[src/rtl/pipeline_pkg.sv]
// Types and constants shared by the pipeline control blocks.
// The register-match helper decides whether an older instruction's destination feeds a source read in ID.
package pipeline_pkg;

  typedef enum logic {
    IDLE = 1'b0,
    BUSY = 1'b1
  } mdu_state_t;

  localparam logic [4:0] REG_ZERO = 5'd0;

  // $zero never creates a dependency, and an unread source never matches.
  function automatic logic reg_match(input logic uses, input logic [4:0] src, input logic [4:0] dst);
    return uses && (dst != REG_ZERO) && (dst == src);
  endfunction

endpackage

[src/rtl/hazard_controller_if.sv]
// Signal bundle between the pipeline datapath (master) and the hazard controller (slave).
// There is no valid/ready handshake here: every output is a level, valid in the cycle its inputs are valid.
interface hazard_controller_if;
  import pipeline_pkg::*;

  logic [4:0]  IF_ID_Rs;
  logic [4:0]  IF_ID_Rt;
  logic        ID_UsesRs;
  logic        ID_UsesRt;
  logic        ID_IsBranch;
  logic        ID_BranchTaken;
  logic        ID_IsMulDiv;
  logic        ID_IsDiv;
  logic        ID_ReadsHiLo;
  logic        ID_EX_MemRead;
  logic        ID_EX_RegWrite;
  logic [4:0]  ID_EX_Rd;
  logic        EX_MEM_MemRead;
  logic [4:0]  EX_MEM_Rd;

  logic        PC_Write;
  logic        IF_ID_Write;
  logic        IF_ID_Flush;
  logic        ID_EX_Bubble;
  logic        MDU_Start;
  logic        MDU_Busy;
  logic        MDU_Done;
  logic [31:0] StallCount;
  mdu_state_t  mdu_state;

  modport slave (
    input  IF_ID_Rs, IF_ID_Rt, ID_UsesRs, ID_UsesRt, ID_IsBranch, ID_BranchTaken,
           ID_IsMulDiv, ID_IsDiv, ID_ReadsHiLo, ID_EX_MemRead, ID_EX_RegWrite,
           ID_EX_Rd, EX_MEM_MemRead, EX_MEM_Rd,
    output PC_Write, IF_ID_Write, IF_ID_Flush, ID_EX_Bubble, MDU_Start, MDU_Busy,
           MDU_Done, StallCount, mdu_state
  );

  modport master (
    output IF_ID_Rs, IF_ID_Rt, ID_UsesRs, ID_UsesRt, ID_IsBranch, ID_BranchTaken,
           ID_IsMulDiv, ID_IsDiv, ID_ReadsHiLo, ID_EX_MemRead, ID_EX_RegWrite,
           ID_EX_Rd, EX_MEM_MemRead, EX_MEM_Rd,
    input  PC_Write, IF_ID_Write, IF_ID_Flush, ID_EX_Bubble, MDU_Start, MDU_Busy,
           MDU_Done, StallCount, mdu_state
  );

endinterface

[src/rtl/hazard_controller_mdu_sequencer.sv]
// Multi-cycle multiply/divide sequencer: counts the MDU busy window and emits Start/Busy/Done.
// Busy covers N cycles beginning with the Start cycle; Done marks the last of them.
module mdu_sequencer
  import pipeline_pkg::*;
#(
  parameter int MULT_CYCLES = 5,
  parameter int DIV_CYCLES  = 32
) (
  input  logic       clk,
  input  logic       reset,
  input  logic       issue,
  input  logic       is_div,
  output logic       start,
  output logic       busy,
  output logic       done,
  output mdu_state_t state
);

  localparam int MAX_CYCLES = (MULT_CYCLES > DIV_CYCLES) ? MULT_CYCLES : DIV_CYCLES;
  localparam int CNT_W      = $clog2(MAX_CYCLES);
  localparam logic [CNT_W-1:0] MULT_LOAD = CNT_W'(MULT_CYCLES - 1);
  localparam logic [CNT_W-1:0] DIV_LOAD  = CNT_W'(DIV_CYCLES - 1);

  mdu_state_t       state_next;
  logic [CNT_W-1:0] cnt;
  logic [CNT_W-1:0] cnt_next;
  logic             done_raw;

  always_ff @(posedge clk) begin
    if (reset) begin
      state <= IDLE;
      cnt   <= '0;
      start <= 1'b0;
    end else begin
      state <= state_next;
      cnt   <= cnt_next;
      start <= issue && (state == IDLE);
    end
  end

  always_comb begin
    state_next = state;
    cnt_next   = cnt;
    done_raw   = 1'b0;
    case (state)
      IDLE: begin
        if (issue) begin
          state_next = BUSY;
          cnt_next   = is_div ? DIV_LOAD : MULT_LOAD;
        end
      end
      BUSY: begin
        if (cnt == '0) begin
          done_raw   = 1'b1;
          state_next = IDLE;
        end else begin
          cnt_next = cnt - 1'b1;
        end
      end
      default: state_next = IDLE;
    endcase
  end

  // Reset aborts a running operation at once, so Busy/Done drop while reset is high.
  assign busy = (state == BUSY) && !reset;
  assign done = done_raw && !reset;

endmodule

[src/rtl/hazard_controller.sv]
// Hazard detection for the five-stage core: load-use, branch-after-load and MDU stalls,
// branch flush, MDU sequencing and a free-running stall-cycle counter.
module hazard_controller
  import pipeline_pkg::*;
#(
  parameter int MULT_CYCLES = 5,
  parameter int DIV_CYCLES  = 32
) (
  input  logic                clk,
  input  logic                reset,
  hazard_controller_if.slave  hz
);

  logic        ex_hit;
  logic        mem_hit;
  logic        load_use_stall;
  logic        branch_stall;
  logic        mdu_stall;
  logic        stall;
  logic        issue;
  logic        mdu_start;
  logic        mdu_busy;
  logic        mdu_done;
  mdu_state_t  mdu_state;
  logic [31:0] stall_count;

  assign ex_hit  = reg_match(hz.ID_UsesRs, hz.IF_ID_Rs, hz.ID_EX_Rd)
                || reg_match(hz.ID_UsesRt, hz.IF_ID_Rt, hz.ID_EX_Rd);
  assign mem_hit = reg_match(hz.ID_UsesRs, hz.IF_ID_Rs, hz.EX_MEM_Rd)
                || reg_match(hz.ID_UsesRt, hz.IF_ID_Rt, hz.EX_MEM_Rd);

  // ALU results forward into ID from EX/MEM/WB; only load data in flight forces a wait.
  assign load_use_stall = hz.ID_EX_MemRead && ex_hit;
  assign branch_stall   = hz.ID_IsBranch &&
                          ((hz.ID_EX_MemRead && ex_hit) || (hz.EX_MEM_MemRead && mem_hit));
  assign mdu_stall      = mdu_busy && (hz.ID_IsMulDiv || hz.ID_ReadsHiLo);
  assign stall          = load_use_stall || branch_stall || mdu_stall;

  assign issue = hz.ID_IsMulDiv && !stall && !reset;

  mdu_sequencer #(
    .MULT_CYCLES (MULT_CYCLES),
    .DIV_CYCLES  (DIV_CYCLES)
  ) u_mdu_sequencer (
    .clk    (clk),
    .reset  (reset),
    .issue  (issue),
    .is_div (hz.ID_IsDiv),
    .start  (mdu_start),
    .busy   (mdu_busy),
    .done   (mdu_done),
    .state  (mdu_state)
  );

  always_ff @(posedge clk) begin
    if (reset) begin
      stall_count <= 32'd0;
    end else if (stall) begin
      stall_count <= stall_count + 32'd1;
    end
  end

  // A stall freezes the front end and hides any taken branch until it clears.
  assign hz.PC_Write     = !reset && !stall;
  assign hz.IF_ID_Write  = !reset && !stall;
  assign hz.IF_ID_Flush  = reset || (!stall && hz.ID_BranchTaken);
  assign hz.ID_EX_Bubble = reset || stall;
  assign hz.MDU_Start    = mdu_start;
  assign hz.MDU_Busy     = mdu_busy;
  assign hz.MDU_Done     = mdu_done;
  assign hz.StallCount   = stall_count;
  assign hz.mdu_state    = mdu_state;

endmodule
[src/flat_wrapper.sv]
// flat-port wrapper written by rule: the top's interface ports become plain ports
module hazard_controller_flat import pipeline_pkg::*;
#(
  parameter int MULT_CYCLES = 5,
  parameter int DIV_CYCLES  = 32
)
  (clk, reset, hz_IF_ID_Rs, hz_IF_ID_Rt, hz_ID_UsesRs, hz_ID_UsesRt, hz_ID_IsBranch, hz_ID_BranchTaken, hz_ID_IsMulDiv, hz_ID_IsDiv, hz_ID_ReadsHiLo, hz_ID_EX_MemRead, hz_ID_EX_RegWrite, hz_ID_EX_Rd, hz_EX_MEM_MemRead, hz_EX_MEM_Rd, hz_PC_Write, hz_IF_ID_Write, hz_IF_ID_Flush, hz_ID_EX_Bubble, hz_MDU_Start, hz_MDU_Busy, hz_MDU_Done, hz_StallCount, hz_mdu_state);
  hazard_controller_if hz_i ();
  input  logic clk;
  input  logic reset;
  input wire logic [$bits(hz_i.IF_ID_Rs)-1:0] hz_IF_ID_Rs;
  input wire logic [$bits(hz_i.IF_ID_Rt)-1:0] hz_IF_ID_Rt;
  input wire logic [$bits(hz_i.ID_UsesRs)-1:0] hz_ID_UsesRs;
  input wire logic [$bits(hz_i.ID_UsesRt)-1:0] hz_ID_UsesRt;
  input wire logic [$bits(hz_i.ID_IsBranch)-1:0] hz_ID_IsBranch;
  input wire logic [$bits(hz_i.ID_BranchTaken)-1:0] hz_ID_BranchTaken;
  input wire logic [$bits(hz_i.ID_IsMulDiv)-1:0] hz_ID_IsMulDiv;
  input wire logic [$bits(hz_i.ID_IsDiv)-1:0] hz_ID_IsDiv;
  input wire logic [$bits(hz_i.ID_ReadsHiLo)-1:0] hz_ID_ReadsHiLo;
  input wire logic [$bits(hz_i.ID_EX_MemRead)-1:0] hz_ID_EX_MemRead;
  input wire logic [$bits(hz_i.ID_EX_RegWrite)-1:0] hz_ID_EX_RegWrite;
  input wire logic [$bits(hz_i.ID_EX_Rd)-1:0] hz_ID_EX_Rd;
  input wire logic [$bits(hz_i.EX_MEM_MemRead)-1:0] hz_EX_MEM_MemRead;
  input wire logic [$bits(hz_i.EX_MEM_Rd)-1:0] hz_EX_MEM_Rd;
  output wire logic [$bits(hz_i.PC_Write)-1:0] hz_PC_Write;
  output wire logic [$bits(hz_i.IF_ID_Write)-1:0] hz_IF_ID_Write;
  output wire logic [$bits(hz_i.IF_ID_Flush)-1:0] hz_IF_ID_Flush;
  output wire logic [$bits(hz_i.ID_EX_Bubble)-1:0] hz_ID_EX_Bubble;
  output wire logic [$bits(hz_i.MDU_Start)-1:0] hz_MDU_Start;
  output wire logic [$bits(hz_i.MDU_Busy)-1:0] hz_MDU_Busy;
  output wire logic [$bits(hz_i.MDU_Done)-1:0] hz_MDU_Done;
  output wire logic [$bits(hz_i.StallCount)-1:0] hz_StallCount;
  output wire logic [$bits(hz_i.mdu_state)-1:0] hz_mdu_state;
  assign hz_i.IF_ID_Rs = hz_IF_ID_Rs;
  assign hz_i.IF_ID_Rt = hz_IF_ID_Rt;
  assign hz_i.ID_UsesRs = hz_ID_UsesRs;
  assign hz_i.ID_UsesRt = hz_ID_UsesRt;
  assign hz_i.ID_IsBranch = hz_ID_IsBranch;
  assign hz_i.ID_BranchTaken = hz_ID_BranchTaken;
  assign hz_i.ID_IsMulDiv = hz_ID_IsMulDiv;
  assign hz_i.ID_IsDiv = hz_ID_IsDiv;
  assign hz_i.ID_ReadsHiLo = hz_ID_ReadsHiLo;
  assign hz_i.ID_EX_MemRead = hz_ID_EX_MemRead;
  assign hz_i.ID_EX_RegWrite = hz_ID_EX_RegWrite;
  assign hz_i.ID_EX_Rd = hz_ID_EX_Rd;
  assign hz_i.EX_MEM_MemRead = hz_EX_MEM_MemRead;
  assign hz_i.EX_MEM_Rd = hz_EX_MEM_Rd;
  assign hz_PC_Write = hz_i.PC_Write;
  assign hz_IF_ID_Write = hz_i.IF_ID_Write;
  assign hz_IF_ID_Flush = hz_i.IF_ID_Flush;
  assign hz_ID_EX_Bubble = hz_i.ID_EX_Bubble;
  assign hz_MDU_Start = hz_i.MDU_Start;
  assign hz_MDU_Busy = hz_i.MDU_Busy;
  assign hz_MDU_Done = hz_i.MDU_Done;
  assign hz_StallCount = hz_i.StallCount;
  assign hz_mdu_state = hz_i.mdu_state;
  hazard_controller #(.MULT_CYCLES(MULT_CYCLES), .DIV_CYCLES(DIV_CYCLES)) u_core (.clk(clk), .reset(reset), .hz(hz_i));
endmodule
[config.mk]
export PLATFORM = sky130hd
export DESIGN_NAME = hazard_controller_flat
export DESIGN_NICKNAME = d
export VERILOG_FILES = /design/src/rtl/pipeline_pkg.sv /design/src/rtl/hazard_controller_if.sv /design/src/rtl/hazard_controller_mdu_sequencer.sv /design/src/rtl/hazard_controller.sv /design/src/flat_wrapper.sv
export SDC_FILE = /design/constraint.sdc
export NUM_CORES = 1
export LEC_CHECK = 0
export ABC_AREA = 1
export CORE_MARGIN = 3
export CORE_UTILIZATION = 30
export CTS_CLUSTER_SIZE = 25
export DETAILED_ROUTE_END_ITERATION = 7
export SETUP_SLACK_MARGIN = 0.15
export SLEW_MARGIN = 5
export SYNTH_ARGS = -nofsm -noshare
export SYNTH_HDL_FRONTEND = slang
export SYNTH_SLANG_ARGS = --single-unit
[constraint.sdc]
create_clock -name clk -period 1.7 [get_ports clk]
set_input_delay 0.255 -clock clk [delete_from_list [all_inputs] [get_ports clk]]
set_output_delay 0.255 -clock clk [all_outputs]
set_load 0.01 [all_outputs]
==> results of run 1 <==
layout by cell type (no fill, tap or decap), drive strengths merged, types with 15 or more instances in the layout:
| cell | Yosys | layout |
|---|---|---|
| dfxtp | 39 | 39 |
| nor2 | 57 | 57 |
| nand4 | 15 | 15 |
| nand3 | 20 | 20 |
| nor3 | 22 | 22 |
| nand2 | 144 | 144 |
| a21oi | 40 | 40 |
| clkdlybuf4s50 | 0 | 18 |
| o21ai | 19 | 19 |
| buf | 9 | 69 |
| dlygate4sd2 | 0 | 20 |
| inv | 60 | 60 |
cells by family after synthesis:
family / synth area share
buf+inv: 0.1088
fa+ha+maj: 0.01355
compound gates: 0.1170
simple gates: 0.4313
xor+xnor: 0.04743
flops: 0.2818
synth_stat cells:
cell | number | area (um2)
nand2_1 | 139 | 521.8
nor2_1 | 53 | 198.9
inv_1 | 50 | 187.7
a21oi_1 | 39 | 195.2
dfxtp_1 | 39 | 780.8
nand3_1 | 19 | 95.09
nand4_1 | 15 | 93.84
nor3_1 | 13 | 65.06
o21ai_0 | 12 | 60.06
inv_2 | 10 | 37.54
nor3_2 | 9 | 90.09
xor2_1 | 8 | 70.07
xnor2_1 | 7 | 61.31
buf_4 | 6 | 45.04
o21ai_1 | 6 | 30.03
nand2_2 | 5 | 31.28
nor2_2 | 4 | 25.02
and3_1 | 3 | 18.77
clkbuf_1 | 3 | 11.26
ha_1 | 3 | 37.54
nor4_1 | 2 | 12.51
nor4_2 | 2 | 25.02
a21boi_0 | 1 | 7.510
a21oi_2 | 1 | 8.760
a31oi_1 | 1 | 6.260
buf_1 | 1 | 3.750
buf_2 | 1 | 5.000
buf_6 | 1 | 11.26
nand3_4 | 1 | 17.52
o21a_1 | 1 | 7.510
o21ai_2 | 1 | 8.760
sequential cells by signal, summed over array words and instances (netlist names):
register and count:
u_core.u_mdu_sequencer.state 1, u_core.u_mdu_sequencer.start 1, u_core.u_mdu_sequencer.cnt 5, u_core.hz.StallCount 32
layer usage:
| layer | vias to the layer above | wire (um) | part of all wire |
|---|---|---|---|
| met2 | 104 | 4450 | 0.49 |
| met4 | 0 | 138 | 0.015 |
| li1 | 1684 | - | - |
| met3 | 10 | 490 | 0.054 |
| met1 | 1526 | 4004 | 0.44 |
| met5 | - | 0 | 0 |
timing repair:
action / 4_1_cts / 5_1_grt
setup buffers: 1 / 10
hold endpoints to repair: 0 / 0
pin swaps: 18 / 53
setup endpoints to repair: 68 / 46
hold buffers: 0 / 0
gates resized for setup: 165 / 140
worst reg2reg max path, delay by kind of cell, from the launching register on:
family / cells / cell delay [ns]
AO/OA/AOI/OAI: 2 / 0.26
adder cells (fa/ha/maj): 1 / 0.15
AND/OR/NAND/NOR: 5 / 0.74
flip-flops: 1 / 0.36
worst paths after layout:
| path | from | endpoint | slack [ns] | depth (start not counted) |
|---|---|---|---|---|
| worst max-delay path | u_core.hz.StallCount[0] | u_core.hz.StallCount[18] | 0.14 | 8 |
| worst min-delay path | u_core.hz.StallCount[28] | u_core.hz.StallCount[28] | 0.49 | 2 |
| worst max register to register | u_core.hz.StallCount[0] | u_core.hz.StallCount[18] | 0.14 | 8 |
| worst min register to register | u_core.hz.StallCount[28] | u_core.hz.StallCount[28] | 0.49 | 2 |
final cells by class:
class / count / area (um2) / share of cell area
well taps: 108 / 135.1 / 0.03127
clock buffers: 6 / 72.57 / 0.01679
repair buffers: 114 / 1002 / 0.2319
flip-flops and latches: 39 / 828.3 / 0.1917
clock inverters: 2 / 60.06 / 0.01390
inverters: 60 / 252.7 / 0.05848
multi-input cells: 345 / 1971 / 0.4560
where the power goes:
| part | internal [mW] | switching [mW] |
|---|---|---|
| Combinational | 0.237 | 0.299 |
| Clock | 0.587 | 0.338 |
| Sequential | 0.932 | 0.0159 |
| Total | 1.76 | 0.652 |
==> metrics, run 1 <==
Util after Layout 0.4884; hold slack 0.4905 ns; Final setup viols 0; YS warnings 0; placed instance count 655; leakage power 1.971 nW; post-synthesis cell count 456; Max-Cap Viols 0; Post-Syn Nets 491; Setup Skew 0.01321 ns; Clock Latency Late Sink 0.30 ns; Pre-antenna DRT Iters 5; Vias/cell 4.932; Placer Congestion 0.9072; largest net degree at the start of global routing 28; Tightest Pin Transition 0.3332 ns; worst setup path class reg2reg; Worst-path clk slew 0.09 ns; dpl ws -0.6531 ns; busiest grt layer met2; die outline height 102.1 um; final setup margin 0.1358 ns; hold crit path type reg2reg; Worst EP arrival 1.81 ns; RSZ-0062 raised after global routing yes; placed cell area 3782 um2; drt wl/cell 13.48 um; design area 4322 um2; CP required 1.95 ns; Antenna Nets Post-Route 0; Max rail drop VDD 0.3427 mV; synthesized flop and latch total 39; clk root buf clkbuf_8; via count 3324; Ports 72; CP dominant cell by count nor3_2; Fin. Hold Viols 0; fill cell count 948; synthesized cell area 2770 um2; initial core utilization 0.3131; FMAX 639.3 MHz; die extent in x 102.1 um; core area 8848 um2; Seq/Total Area, Yosys 0.2818; nets 600; HPWL after DPL 6959 um; global-route wire length before repair 14240 um; fin crit period 1.564 ns; GRT Overall Usage 0.1701; 1st-iter DRT viols 132; Pwr Density 557.3 nW/um2; Residual DRC 0; vias in the first global route 2997; full die area 10420 um2; Period Utilization, post-route 0.9201; top cell family by delay on the critical path simple AND/OR/NAND/NOR gates; CTS tree yes; DRT Wirelength 9083 um; # rows 34; CP Capture Type flip-flop; met1 Usage GRT 0.2240; Area growth syn-to-layout 56.01%; share of cells above drive strength 1 0.3852; PortBufs 70; worst-path fanout max 3; clk sinks 39; crit start category flip-flop; relative slew slack 0.7779; CTS Buffer Depth 2; fin cells 674; M2 GR Usage 0.2894; Final Slew Violations 0; Tot Pwr 2.408 mW; TritonCTS Buffers 5; Worst path max stage delay 0.36 ns; initial antenna violation count 0; Synth cell types 31; H-tree levels 2; critical-path cell list ha_4 -> nand2_2 -> nor3_2 -> nand4_1 -> nor3_2 -> nand2_1 -> a21oi_1 -> o21a_1; met3 usage 0.02867; Worst path slowest cell dfxtp_2; syn_area_per_cell 6.075 um2; total congestion overflow 0; ant diodes 0; final setup TNS 0 ns; status finished, final reports clean; Buf/Inv on CP 0
Note: power is estimated with default switching activity, not from simulation.
==> run 2: changes to the inputs <==
==> constraint.sdc (replaced) <==
create_clock -name clk -period 1.55 [get_ports clk]
set_input_delay 0.2325 -clock clk [delete_from_list [all_inputs] [get_ports clk]]
set_output_delay 0.2325 -clock clk [all_outputs]
set_load 0.01 [all_outputs]
==> metrics, run 2 (synthesis results as in run 1) <==
status finished, final reports clean (unchanged); worst-path fanout max 3 (unchanged); core area 8848 um2 (unchanged); clk sinks 39 (unchanged); die extent in x 102.1 um (unchanged); Fin. Hold Viols 0 (unchanged); Final setup viols 0 (unchanged); Final Slew Violations 0 (unchanged); fill cell count 816 (was 948); Setup Skew 0.004781 ns (was 0.01321 ns); Gate power share 0.237 (was 0.223); clk root buf clkbuf_8 (unchanged); Residual DRC 0 (unchanged); global-route wire length before repair 15660 um (was 14240 um); Util after Layout 0.5707 (was 0.4884); share of cells above drive strength 1 0.4731 (was 0.3852); initial antenna violation count 1 (was 0); crit start category flip-flop (unchanged); power share of the sequential group 0.381 (was 0.393); Pint 1.940 mW (was 1.756 mW); Period Utilization, post-route 0.9796 (was 0.9201); r2r worst-path depth 10 (was 8); CP Capture Type flip-flop (unchanged); Ports 72 (unchanged); CP required 1.77 ns (was 1.95 ns); commonest non-fill, non-tap cell in the layout nand2_1 (unchanged); drt wl/cell 14.28 um (was 13.48 um); hold crit path type reg2reg (unchanged); full die area 10420 um2 (unchanged); fin crit period 1.518 ns (was 1.564 ns); Area growth syn-to-layout 82.29% (was 56.01%); final setup margin 0.03157 ns (was 0.1358 ns); HPWL after DPL 7287 um (was 6959 um); multi-input logic area 2256 um2 (was 1971 um2); Pwr Density 533.9 nW/um2 (was 557.3 nW/um2); PortBufs 70 (unchanged); Clock Power Share 0.382 (was 0.384); largest net degree at the start of global routing 26 (was 28); Max rail drop VDD 0.2532 mV (was 0.3427 mV); initial core utilization 0.3131 (unchanged); CTS Buffer Depth 2 (unchanged); RSZ-0062 raised after global routing yes (unchanged); Antenna Nets Post-Route 0 (unchanged); Vias/cell 4.906 (was 4.932); # rows 34 (unchanged); Max-Cap Viols 0 (unchanged); Clock Latency Late Sink 0.29 ns (was 0.30 ns); Sequential Area 850.8 um2 (was 828.3 um2); GRT Overall Usage 0.1873 (was 0.1701); DRT Wirelength 10310 um (was 9083 um); Switching Power 0.7564 mW (was 0.6522 mW); H-tree levels 2 (unchanged); die outline height 102.1 um (unchanged); leakage power 2.513 nW (was 1.971 nW); sw frac 0.2806 (was 0.2708); Placer Congestion 0.9254 (was 0.9072); TritonCTS Buffers 5 (unchanged); Worst EP arrival 1.74 ns (was 1.81 ns); max FFs per register 32 (unchanged); hold depth 2 (unchanged); nets 647 (was 600); total congestion overflow 0 (unchanged); worst setup path class reg2reg (unchanged); dpl ws -0.7942 ns (was -0.6531 ns); Pre-antenna DRT Iters 4 (was 5); vias in the first global route 3295 (was 2997); Tightest Pin Transition 0.3253 ns (was 0.3332 ns); FMAX 658.6 MHz (was 639.3 MHz); 1st-iter DRT viols 146 (was 132); Tot Pwr 2.696 mW (was 2.408 mW); most frequent cells in the layout nand2_1, buf_4, nor2_1, dlygate4sd2_1, a21oi_1 (was nand2_1, buf_4, nor2_1, a21oi_1, nand2_2); via count 3542 (was 3324); Worst-path clk slew 0.08 ns (was 0.09 ns); relative slew slack 0.7831 (was 0.7779); CTS tree yes (unchanged)
## run 2: worst paths after layout
check                           start                       end  slack (ns)
min reg2reg  u_core.hz.StallCount[31]  u_core.hz.StallCount[31]        0.50
max reg2reg  u_core.hz.StallCount[10]  u_core.hz.StallCount[30]        0.03
min          u_core.hz.StallCount[31]  u_core.hz.StallCount[31]        0.50
max          u_core.hz.StallCount[10]  u_core.hz.StallCount[30]        0.03
## run 2: worst max-delay path, stage by stage (launching register included)
cell and delay (ns):
dfxtp_4 0.37, buf_12 0.12, nand2_8 0.05, nor2_4 0.11, buf_6 0.10, nand4_1 0.16
nor2_1 0.14, nand2_1 0.09, xnor2_1 0.13, nand2_1 0.06, a21oi_1 0.11
## run 2: layer usage
metal | part of all wire | track usage | vias to the layer above
met2 | 0.51 | 0.3348 | 103
met1 | 0.42 | 0.2322 | 1642
met3 | 0.047 | 0.02799 | 12
met4 | 0.016 | 0.05449 | 0
met5 | 0 | 0 | -
li1 | - | - | 1785
## run 2: power groups by stage
stage	Sequential (mW)	Combinational (mW)	Clock [mW]
finish	1.03	0.638	1.03
global route	1.03	0.703	1.09
floorplan	1.07	0.275	0
detailed placement	1.07	0.520	0
global placement	1.07	0.518	0
CTS	1.03	0.513	1.04
## run 2: layout make-up
class / count / share of cell area
multi-input cells: 345 / 0.4467
repair buffers: 161 / 0.2807
flip-flops and latches: 39 / 0.1685
inverters: 60 / 0.05055
well taps: 108 / 0.02676
clock buffers: 6 / 0.01437
clock inverters: 2 / 0.01189
diodes: 1 / 0.0004955
## run 2: timing repair
| item | CTS | global route |
|---|---|---|
| gates resized for setup | 286 | 116 |
| hold buffers | 0 | 0 |
| gates cloned | 0 | 1 |
| endpoints found under the setup margin | 78 | 44 |
| pin swaps | 65 | 71 |
| buffers inserted | 12 | 16 |
## run 2: metrics by stage
stage          setup TNS, ns  hold WS (ns)  area [um2]  std cells
6_report                   0        0.4981        5050        722
2_1_floorplan              0        0.4418        2794        456
5_1_grt              -0.4240        0.5397        5050        722
4_1_cts                    0        0.4997        4557        704
3_5_place_dp          -24.07        0.4899        4019        684
3_3_place_gp          -24.00        0.4808        4019        684
==> run 3: changes to the inputs <==
--- a/config.mk
+++ b/config.mk
@@ -5,7 +5,6 @@
 export SDC_FILE = /design/constraint.sdc
 export NUM_CORES = 1
 export LEC_CHECK = 0
-export ABC_AREA = 1
 export CORE_MARGIN = 3
 export CORE_UTILIZATION = 30
 export CTS_CLUSTER_SIZE = 25
==> metrics, run 3 <==
status finished with violations (was finished, final reports clean); failing checks setup timing; max FFs per register 32 (unchanged); share of cells above drive strength 1 0.5046 (was 0.4731); via count 2796 (was 3542); synthesized flop and latch total 39 (unchanged); Post-synth EDFFs 0 (unchanged); global-route wire length before repair 11960 um (was 15660 um); Placer Congestion 0.8341 (was 0.9254); DRT Wirelength 7829 um (was 10310 um); r2r worst-path depth 8 (was 10); top cell family by delay on the critical path simple AND/OR/NAND/NOR gates (unchanged); most numerous cell in the Yosys netlist dfxtp_1 (was nand2_1); Synth Area in Compound Gates 0.2150 (was 0.1170); Clock Latency Late Sink 0.30 ns (was 0.29 ns); Pwr Density 615.7 nW/um2 (was 533.9 nW/um2); Max rail drop VDD 0.4065 mV (was 0.2532 mV); HPWL after DPL 5092 um (was 7287 um); GRT Overall Usage 0.1659 (was 0.1873); post-synthesis adder-cell area fraction 0.01601 (was 0.01355); Buf/Inv on CP 5 (was 2); clk root buf clkbuf_8 (unchanged); nets 470 (was 647); clk sinks 39 (unchanged); CP dominant cell by count buf_12 (was nand2_1); vias in the first global route 2592 (was 3295); Final Slew Violations 0 (unchanged); Worst path slowest cell or4_4 (was dfxtp_4); Post-Syn Nets 314 (was 491); Final setup viols 44 (was 0); full die area 8912 um2 (was 10420 um2); Synth Area in Simple Gates 0.2855 (was 0.4313); area leader, netlist dfxtp_1 (unchanged); Worst EP arrival 2.36 ns (was 1.74 ns); largest family of logic cells by synthesized area simple AND/OR/NAND/NOR gates (unchanged); critical-path cell list buf_6 -> buf_4 -> xnor2_2 -> nand4_1 -> o22ai_2 -> a221oi_4 -> buf_12 -> buf_8 -> buf_12 -> or4_4 -> mux2_4 (was buf_12 -> nand2_8 -> nor2_4 -> buf_6 -> nand4_1 -> nor2_1 -> nand2_1 -> xnor2_1 -> nand2_1 -> a21oi_1); most frequent cells in the layout buf_4, dlygate4sd2_1, dfxtp_1, buf_6, or4_4 (was nand2_1, buf_4, nor2_1, dlygate4sd2_1, a21oi_1); dominant synthesized flop cell dfxtp_1 (unchanged); YS warnings 0 (unchanged); RSZ-0062 raised after global routing yes (unchanged); post-synthesis cell count 279 (was 456); post-synthesis mux area share 0.009072 (was 0); Worst R2R End u_core.hz.StallCount[11] (was u_core.hz.StallCount[30]); Synth cell types 43 (was 31); XOR/XNOR share of the synthesized area 0.08218 (was 0.04743); Area growth syn-to-layout 83.72% (was 82.29%); syn_area_per_cell 8.404 um2 (was 6.075 um2); Setup Skew 0.009594 ns (was 0.004781 ns); Period Utilization, post-route 1.394 (was 0.9796); synth top area cells dfxtp_1, xnor2_1, or4_1, o31ai_1, a21oi_1 (was dfxtp_1, nand2_1, nor2_1, a21oi_1, inv_1); fin cells 535 (was 722); initial core utilization 0.3165 (was 0.3131); total congestion overflow 0 (unchanged); die extent in x 94.41 um (was 102.1 um); Residual DRC 0 (unchanged); design area 4308 um2 (was 5050 um2); Tightest Pin Transition 0.6067 ns (was 0.3253 ns); CTS tree yes (unchanged); initial antenna violation count 0 (was 1); H-tree levels 2 (unchanged); FF-to-FF setup slack -0.45 ns (was 0.03 ns); commonest non-fill, non-tap cell in the layout buf_4 (was nand2_1); crit start category input port (was flip-flop); Antenna Nets Post-Route 0 (unchanged); # hold bufs at CTS 0 (unchanged); worst-path fanout max 7 (was 3); dpl ws -1.275 ns (was -0.7942 ns); Pre-antenna DRT Iters 4 (unchanged); Tot Pwr 2.653 mW (was 2.696 mW); Fin. Hold Viols 0 (unchanged); core area 7408 um2 (was 8848 um2); Seq/Total Area, Yosys 0.3330 (was 0.2818); # rows 31 (was 34); Worst Hold Launch u_core.hz.StallCount[31] (unchanged); PortBufs 70 (unchanged); fin crit period 2.160 ns (was 1.518 ns); Synth async-reset ratio 0 (unchanged); Synth top cells by count dfxtp_1, a21oi_1, or4_1 (was nand2_1, nor2_1, inv_1); placed cell area 3739 um2 (was 4019 um2); placed instance count 511 (was 684); relative slew slack 0.5955 (was 0.7831); Worst path max stage delay 0.53 ns (was 0.37 ns); Max-Cap Viols 0 (unchanged); worst setup path class in2reg (was reg2reg); CTS Buffer Depth 2 (unchanged); Synth top area share 0.3330 (was 0.2818); hold crit path type reg2reg (unchanged); synthesized cell area 2345 um2 (was 2770 um2); final setup margin -0.6103 ns (was 0.03157 ns); Ports 72 (unchanged); leakage power 1.871 nW (was 2.513 nW); CP Capture Type flip-flop (unchanged); TritonCTS Buffers 5 (unchanged); 1st-iter DRT viols 104 (was 146); Worst-path clk slew 0.09 ns (was 0.08 ns); ant diodes 0 (was 1); Crit Reg-Reg Startpoint u_core.u_mdu_sequencer.state (was u_core.hz.StallCount[10]); hold depth 2 (unchanged); FMAX 462.9 MHz (was 658.6 MHz); die outline height 94.41 um (was 102.1 um); Worst Hold End u_core.hz.StallCount[31] (unchanged); drt wl/cell 14.63 um (was 14.28 um); largest net degree at the start of global routing 44 (was 26); CP required 1.75 ns (was 1.77 ns); Vias/cell 5.226 (was 4.906)
run 3: cell types whose count changed after synthesis, moves of 11 or more:
cell,before,now
inv_1,50,6
or4_1,0,23
nor2_1,53,15
nand2_1,139,14
o31ai_1,0,21
nor3_1,13,2
xnor2_1,7,20
run 3: layout make-up:
class                           count  area [um2]
Fill cell                         686        3100
Multi-Input combinational cell    214        1753
Timing Repair Buffer              169        1498
Sequential cell                    39       795.8
Tap cell                           99       123.9
Clock buffer                        5       68.82
Clock inverter                      3       43.79
Inverter                            6       25.02
run 3: stage by stage:
step                utilization  TNS, ns  hold WS (ns)
floorplan                     -   -16.05        0.3731
detailed placement       0.5046   -48.10        0.4753
global placement         0.5046   -45.70        0.4623
finish                   0.5815   -19.48        0.4856
global route             0.5815   -22.41        0.5064
CTS                      0.5386   -16.98        0.4914
run 3: cell families after synthesis:
kind of cell,after synthesis
AOI/OAI and AO/OA,75
xor gates and xnor gates,22
adders and majority gates,3
buffers and inverters,26
DFF,39
muxes,2
and+or+nand+nor,112
run 3: layer usage:
| metal | vias up | GRT usage | share of wire |
|---|---|---|---|
| met5 | - | 0 | 0 |
| met3 | 6 | 0.02789 | 0.033 |
| met4 | 0 | 0.05054 | 0.012 |
| met2 | 48 | 0.2861 | 0.49 |
| li1 | 1379 | - | - |
| met1 | 1363 | 0.2114 | 0.46 |
run 3: worst max-delay path by stage:
stage	endpoint	slack, ns	depth (start not counted)	from
floorplan	hz_PC_Write	-0.60	8	hz_ID_EX_Rd[1]
global placement	hz_IF_ID_Flush	-1.22	7	hz_ID_EX_Rd[1]
detailed placement	u_core.hz.StallCount[29]	-1.27	11	hz_ID_EX_Rd[2]
CTS	hz_IF_ID_Flush	-0.55	8	hz_ID_EX_Rd[2]
global route	u_core.hz.StallCount[11]	-0.67	11	hz_ID_EX_Rd[3]
finish	u_core.hz.StallCount[11]	-0.61	11	hz_ID_EX_Rd[2]
run 3: where the power goes:
part	switching, mW	internal (mW)	total (mW)
Sequential	0.0192	1.03	1.05
Combinational	0.306	0.409	0.715
Clock	0.410	0.480	0.890
Total	0.735	1.92	2.65
run 3: worst min-delay path, delay by kind of cell, from the launching register on:
| kind | cells | cell delay [ns] |
|---|---|---|
| AOI/OAI and AO/OA | 2 | 0.12 |
| DFF | 1 | 0.34 |
run 3: timing repair:
action	4_1_cts	5_1_grt
setup buffers	5	8
endpoints found under the hold margin	0	0
pin swaps	40	38
gates cloned	1	2
resized for setup	175	67
endpoints found under the setup margin	78	46
